[src/rtl/instr_enc_pkg.sv]
// Package instr_enc_pkg
//  Shared encoding constants for the instruction-memory loader:
//  instruction kind codes, MIPS opcodes and funct fields, the loader
//  state enum, and a helper that assembles an R-type word.
package instr_enc_pkg;

  // Instruction kind codes on the loader's in_kind input (5..7 illegal)
  localparam logic [2:0] KIND_ADD = 3'd0;
  localparam logic [2:0] KIND_SUB = 3'd1;
  localparam logic [2:0] KIND_SLT = 3'd2;
  localparam logic [2:0] KIND_LW  = 3'd3;
  localparam logic [2:0] KIND_SW  = 3'd4;

  // Primary opcodes
  localparam logic [5:0] OP_R  = 6'h00;
  localparam logic [5:0] OP_LW = 6'h23;
  localparam logic [5:0] OP_SW = 6'h2B;

  // R-type funct fields
  localparam logic [5:0] FN_ADD = 6'h20;
  localparam logic [5:0] FN_SUB = 6'h22;
  localparam logic [5:0] FN_SLT = 6'h2A;

  // Loader states. S_PAD is only reachable when NOP padding is built in.
  typedef enum logic [1:0] {
    S_LOAD = 2'd0,
    S_PAD  = 2'd1,
    S_DONE = 2'd2
  } state_e;

  // R-type layout: opcode | rs | rt | rd | shamt(0) | funct
  function automatic logic [31:0] r_word(input logic [4:0] rs,
                                         input logic [4:0] rt,
                                         input logic [4:0] rd,
                                         input logic [5:0] fn);
    return {OP_R, rs, rt, rd, 5'b00000, fn};
  endfunction

endpackage

[src/rtl/instr_word_pack.sv]
// Module instr_word_pack
//  Purely combinational encoder: turns an instruction description into a
//  32-bit MIPS word and flags kinds that have no encoding.
// Ports
//  kind_i     3   instruction kind (see instr_enc_pkg KIND_*)
//  rs_i       5   source register rs
//  rt_i       5   rt field (R-type source, LW destination, SW data)
//  rd_i       5   rd field, used only by R-type
//  imm_i      16  offset, used only by LW/SW
//  word_o     32  encoded word (0 when illegal)
//  illegal_o  1   kind has no encoding
module instr_word_pack
  import instr_enc_pkg::*;
(
  input  logic [2:0]  kind_i,
  input  logic [4:0]  rs_i,
  input  logic [4:0]  rt_i,
  input  logic [4:0]  rd_i,
  input  logic [15:0] imm_i,
  output logic [31:0] word_o,
  output logic        illegal_o
);

  always_comb begin
    word_o    = 32'h0000_0000;
    illegal_o = 1'b0;
    case (kind_i)
      KIND_ADD: word_o = r_word(rs_i, rt_i, rd_i, FN_ADD);
      KIND_SUB: word_o = r_word(rs_i, rt_i, rd_i, FN_SUB);
      KIND_SLT: word_o = r_word(rs_i, rt_i, rd_i, FN_SLT);
      KIND_LW:  word_o = {OP_LW, rs_i, rt_i, imm_i};
      KIND_SW:  word_o = {OP_SW, rs_i, rt_i, imm_i};
      default:  illegal_o = 1'b1;
    endcase
  end

endmodule

[src/rtl/instr_mem_loader.sv]
// Module instr_mem_loader
//  Bring-up loader: accepts instruction descriptions over valid/ready,
//  encodes them and writes them to instruction memory at sequential word
//  addresses starting from 0. Each accepted legal instruction produces one
//  registered write in the following cycle.
//  Optional feature macro: INSTR_LOADER_NOP_PAD_EN. When defined, finish
//  moves to S_PAD which fills the remaining words with NOPs (32'h0) before
//  S_DONE. When undefined, finish goes straight to S_DONE.
// Ports
//  clk, rst            clock and synchronous active-high reset
//  start               pulse: restart loading from address 0, clear count/err
//  in_valid/in_ready   instruction handshake
//  in_kind/rs/rt/rd/imm instruction description
//  finish              pulse: no more instructions
//  im_we/im_addr/im_wdata  instruction-memory write port (registered)
//  count               words written since start/rst (reaches DEPTH)
//  err                 sticky illegal-kind flag
//  done                high in S_DONE
module instr_mem_loader
  import instr_enc_pkg::*;
#(
  parameter int ADDR_W = 5
) (
  input  logic              clk,
  input  logic              rst,
  input  logic              start,
  input  logic              in_valid,
  output logic              in_ready,
  input  logic [2:0]        in_kind,
  input  logic [4:0]        in_rs,
  input  logic [4:0]        in_rt,
  input  logic [4:0]        in_rd,
  input  logic [15:0]       in_imm,
  input  logic              finish,
  output logic              im_we,
  output logic [ADDR_W-1:0] im_addr,
  output logic [31:0]       im_wdata,
  output logic [ADDR_W:0]   count,
  output logic              err,
  output logic              done
);

  localparam logic [ADDR_W-1:0] LAST_ADDR = '1;

  state_e            state_q;
  logic [ADDR_W-1:0] ptr_q;
  logic [ADDR_W:0]   count_q;
  logic              err_q;
  logic              im_we_q;
  logic [ADDR_W-1:0] im_addr_q;
  logic [31:0]       im_wdata_q;

  logic [31:0]       enc_word;
  logic              enc_illegal;
  logic              xfer;

  instr_word_pack u_pack (
    .kind_i    (in_kind),
    .rs_i      (in_rs),
    .rt_i      (in_rt),
    .rd_i      (in_rd),
    .imm_i     (in_imm),
    .word_o    (enc_word),
    .illegal_o (enc_illegal)
  );

  always_comb begin
    in_ready = (state_q == S_LOAD) & ~start & ~finish;
    xfer     = in_valid & in_ready;
  end

  // The final write is registered in S_LOAD/S_PAD and completes in the
  // first S_DONE cycle; no new write is ever scheduled from S_DONE.
  // ptr holds at the last address instead of wrapping, so ptr == count
  // until the memory is full, after which count == DEPTH.
  always_ff @(posedge clk) begin
    if (rst) begin
      state_q    <= S_LOAD;
      ptr_q      <= '0;
      count_q    <= '0;
      err_q      <= 1'b0;
      im_we_q    <= 1'b0;
      im_addr_q  <= '0;
      im_wdata_q <= 32'h0000_0000;
    end else if (start) begin
      state_q <= S_LOAD;
      ptr_q   <= '0;
      count_q <= '0;
      err_q   <= 1'b0;
      im_we_q <= 1'b0;
    end else begin
      im_we_q <= 1'b0;
      case (state_q)
        S_LOAD: begin
          if (xfer) begin
            if (enc_illegal) begin
              err_q <= 1'b1;
            end else begin
              im_we_q    <= 1'b1;
              im_addr_q  <= ptr_q;
              im_wdata_q <= enc_word;
              count_q    <= count_q + (ADDR_W+1)'(1);
              if (ptr_q == LAST_ADDR) state_q <= S_DONE;
              else                    ptr_q   <= ptr_q + ADDR_W'(1);
            end
          end else if (finish) begin
`ifdef INSTR_LOADER_NOP_PAD_EN
            state_q <= S_PAD;
`else
            state_q <= S_DONE;
`endif
          end
        end
`ifdef INSTR_LOADER_NOP_PAD_EN
        S_PAD: begin
          // Fill with sll $0,$0,0 (all-zero word) up to the last address
          im_we_q    <= 1'b1;
          im_addr_q  <= ptr_q;
          im_wdata_q <= 32'h0000_0000;
          count_q    <= count_q + (ADDR_W+1)'(1);
          if (ptr_q == LAST_ADDR) state_q <= S_DONE;
          else                    ptr_q   <= ptr_q + ADDR_W'(1);
        end
`endif
        S_DONE: state_q <= S_DONE;
        default: state_q <= S_DONE;
      endcase
    end
  end

  assign im_we    = im_we_q;
  assign im_addr  = im_addr_q;
  assign im_wdata = im_wdata_q;
  assign count    = count_q;
  assign err      = err_q;
  assign done     = (state_q == S_DONE);

endmodule

[config.mk]
export PLATFORM = sky130hd
export DESIGN_NAME = instr_mem_loader
export DESIGN_NICKNAME = d
export VERILOG_FILES = /design/src/rtl/instr_enc_pkg.sv /design/src/rtl/instr_word_pack.sv /design/src/rtl/instr_mem_loader.sv
export SDC_FILE = /design/constraint.sdc
export NUM_CORES = 1
export LEC_CHECK = 0
export CAP_MARGIN = 20
export CELL_PAD_IN_SITES_DETAIL_PLACEMENT = 1
export CELL_PAD_IN_SITES_GLOBAL_PLACEMENT = 1
export CORE_MARGIN = 2
export CORE_UTILIZATION = 31
export CTS_BUF_LIST = sky130_fd_sc_hd__clkbuf_2 sky130_fd_sc_hd__clkbuf_4 sky130_fd_sc_hd__clkbuf_8
export CTS_CLUSTER_DIAMETER = 100
export DETAILED_ROUTE_END_ITERATION = 12
export HOLD_SLACK_MARGIN = 0.15
export PLACE_DENSITY_LB_ADDON = 0.1
export SYNTH_ARGS = -nofsm -noshare
export SYNTH_HDL_FRONTEND = slang
export SYNTH_SLANG_ARGS = --single-unit
export TNS_END_PERCENT = 10
[constraint.sdc]
create_clock -name clk -period 2.21 [get_ports clk]
set_input_delay 0.442 -clock clk [delete_from_list [all_inputs] [get_ports clk]]
set_output_delay 0.442 -clock clk [all_outputs]
set_load 0.03 [all_outputs]
==> flow_summary.rst <==
.. list-table::
   :header-rows: 1

   * - Metric
     - Value
   * - Result of the run
     - finished, final reports clean
   * - Wire length of the first global-routing pass
     - 8.76 mm
   * - Number of buffers added on ports
     - 83
   * - Count of nets left with antenna violations after detail routing
     - 0
   * - Unrepaired setup endpoints after global routing
     - no
   * - Endpoint of the lowest-slack register-to-register path
     - im_wdata[11]
   * - Fraction of layout cells with a size suffix above 1
     - 12.3%
   * - CTS root buf
     - sky130_fd_sc_hd__clkbuf_8
   * - Launch point of the worst hold path
     - im_wdata[2]
   * - N_diodes
     - 0
   * - Fin Hold WS
     - 0.457 ns
   * - Vias after detailed routing
     - 1875
   * - Number of buffers between clock root and the deepest sink
     - 2
   * - Hold-fix buffers at CTS
     - 0
   * - Synthesized area per cell
     - 8.76 um^2
   * - Row count
     - 29
   * - Leak Pwr
     - 1.07 nW
   * - Layout overhead on the synthesized area
     - 53.7%
   * - Wire length after detailed routing
     - 5.38 mm
   * - Worst-case setup slack after placement
     - -0.0641 ns
   * - Clock transition time at the flip-flop clock pins of the worst setup and hold paths
     - 0.09 ns
   * - CP Class
     - input port to register
   * - Path depth of the worst reg2reg path
     - 6
   * - Core utilization of the finished layout
     - 48.9%
   * - Max Fclk
     - 515 MHz
   * - Final-stage net count
     - 358
   * - Post-synthesis instance area
     - 0.00201 mm^2
   * - P per Cell Area
     - 612 mW/mm^2
   * - Chip width
     - 84.5 um
   * - Post-cts sizing count
     - 0
   * - H-Tree Level Count
     - 2
   * - Post-CTS Setup Inserts
     - 0
   * - Setup tns final
     - 0 ns
   * - Share of the yosys chip area belonging to registers
     - 46.9%
   * - Yosys synthesis warning count
     - 0
   * - Hold Path Class
     - register to register
   * - Area occupied by multi-input gates
     - 953 um^2
   * - Required time of the critical path
     - 2.41 ns
   * - Maximum number of pins on one net before global-route repair
     - 25
   * - Gate Count Post-Synth
     - 229
   * - Cell types occupying the most area after synthesis
     - sky130_fd_sc_hd__dfxtp_1, sky130_fd_sc_hd__nand2_1, sky130_fd_sc_hd__a21oi_1
   * - Drt drc
     - 0
   * - Number of pins with negative max-slew slack in the final report
     - 0
   * - Final Setup Violations
     - 0
   * - Initial Util
     - 31.8%
   * - Post-synthesis sequential element count
     - 47
   * - GRT Overall Usage
     - 15.0%
   * - I/O pin cnt
     - 86
   * - Post-route clock period utilization
     - 87.8%
   * - Number of failing hold endpoints at the final stage
     - 0
   * - Post-route minimum period
     - 1.94 ns
   * - Fin worst setup slack
     - 0.270 ns
   * - Num CTS Buffers
     - 5
   * - Mean number of vias per cell
     - 4.76
   * - Cell depth of the worst min-delay path
     - 2
   * - Clock tree from TritonCTS
     - yes
   * - Overall die height
     - 84.5 um
   * - Maxcap violations
     - 0
   * - CP Launch Type
     - input port
   * - Endpoint kind of the worst setup timing path
     - register
   * - Post-DR wirelength/cell
     - 13.6 um
   * - Source of the worst register-to-register timing path
     - state_q[1]
   * - Maximum resistive drop on vdd
     - 0.322 mV
   * - Area of the placeable core
     - 0.00631 mm^2
   * - Endpoint arrival time on the critical path
     - 2.14 ns
   * - Clock Latency Late Sink
     - 0.29 ns
   * - Worst min-delay path endpoint
     - im_wdata[2]
   * - Count of filler cells inserted in the layout
     - 750
   * - Starting DRT DRC Count
     - 42
   * - Worst R2R Setup Slack
     - 0.44 ns
   * - Die area
     - 0.00713 mm^2
   * - Yosys cell types
     - 35
   * - Placed wire-length estimate
     - 3.99 mm
   * - Number of antenna violations at the first check in global routing
     - 0
   * - Post-synth top area share
     - 46.9%
   * - Worst clock skew
     - 0.00661 ns
   * - Number of optimization iterations in the first detailed-route pass
     - 4
   * - CP Max Fanout
     - 24
   * - Sinks on the clock net
     - 47
   * - Congestion Overflow GR
     - 0
   * - Placer Congestion
     - 0.730
   * - Via count of the first global-routing pass
     - 1879
   * - Combined flip-flop and latch cell area
     - 941 um^2
   * - Largest area contributor in the synthesized netlist
     - sky130_fd_sc_hd__dfxtp_1
report_power, final:
part | total [mW] | switching, mW | internal (mW)
Clock | 0.747 | 0.282 | 0.465
Sequential | 0.873 | 0.0109 | 0.862
Combinational | 0.268 | 0.134 | 0.134
Total | 1.89 | 0.427 | 1.46
critical path, cell delays in order:
cell and delay (ns):
sky130_fd_sc_hd__clkdlybuf4s50_1 0.41, sky130_fd_sc_hd__or4b_1 0.50, sky130_fd_sc_hd__buf_4 0.20, sky130_fd_sc_hd__nor2_8 0.13, sky130_fd_sc_hd__buf_12 0.18, sky130_fd_sc_hd__nor2_1 0.05, sky130_fd_sc_hd__a311oi_1 0.22
through the flow:
stage / area, um^2 / power (mW) / cells
after global placement: 2950 / 1.16 / 386
after detailed placement: 2950 / 1.16 / 386
after global routing: 3090 / 1.97 / 394
after CTS: 3090 / 1.92 / 394
final: 3090 / 1.89 / 394
after floorplan: 2010 / 1.02 / 230
routing by layer:
metal	wire length [um]	part of all wire, %	global-route usage [%]
met1	2450	46	18.5
met2	2540	47	25.5
met3	342	6.4	4.62
met4	48	0.89	3.90
met5	0	0	0
layout make-up:
type | count | area share, %
clock inverter | 2 | 1.95
sequential | 47 | 30.5
clock buffer | 6 | 2.47
timing repair buffer | 97 | 31.1
tap | 77 | 3.12
multi-input combinational | 165 | 30.9
worst max-delay path by stage:
stage               startpoint            to  slack [ns]  cells past startpoint
floorplan           state_q[1]  im_wdata[12]        0.43                      6
global placement         start  im_wdata[11]       -0.01                      7
detailed placement       start   im_wdata[7]       -0.06                      7
CTS                      start  im_wdata[11]        0.26                      7
global route             start  im_wdata[14]        0.19                      7
finish                   start  im_wdata[11]        0.27                      7
cell usage in the layout, fill, tap and decap left out, types with 3 or more instances in the layout:
cell type and n:
sky130_fd_sc_hd__clkdlybuf4s50_1 82, sky130_fd_sc_hd__nand2_1 52, sky130_fd_sc_hd__dfxtp_1 47, sky130_fd_sc_hd__a21oi_1 30, sky130_fd_sc_hd__nor2_1 19, sky130_fd_sc_hd__buf_4 13, sky130_fd_sc_hd__nand3_1 11, sky130_fd_sc_hd__nor3_1 8
sky130_fd_sc_hd__xnor2_1 5, sky130_fd_sc_hd__clkbuf_8 5, sky130_fd_sc_hd__nor2_2 4, sky130_fd_sc_hd__a311oi_2 4, sky130_fd_sc_hd__ha_1 3
state kept, by name (all words and copies together) (netlist names):
register / count
im_addr: 5
im_wdata: 28
im_we: 1
count: 6
err: 1
ptr_q: 5
state_q: 1
cell usage after synthesis (all sizes together):
cell    number
a21oi       30
o21a         2
a311oi       5
o31ai        1
conb         1
o21ai        2
ha           3
or2          1
nand4b       1
and3         1
nand2b       2
nand4        1
nor4b        2
nor3         9
dfxtp       47
a211o        1
or3          1
nor2        24
buf          9
xor2         2
or4b         1
xnor2        5
nand2       53
mux2i        2
and4         1
clkbuf       9
a211oi       2
nand3       11
logic make-up (layout without fill, tap and decap cells):
kind of cell,count (synthesis),after routing,synth area share (%)
AND/OR/NAND/NOR,108,108,27.0
flip-flops,47,47,46.9
AO/OA/AOI/OAI,43,43,14.2
buffers and inverters,18,105,5.80
XOR/XNOR,7,7,3.05
adder cells (fa/ha/maj),3,3,1.87
multiplexers,2,2,0.998
other,1,2,0.187
No activity file was read; power rests on OpenSTA's default activity.
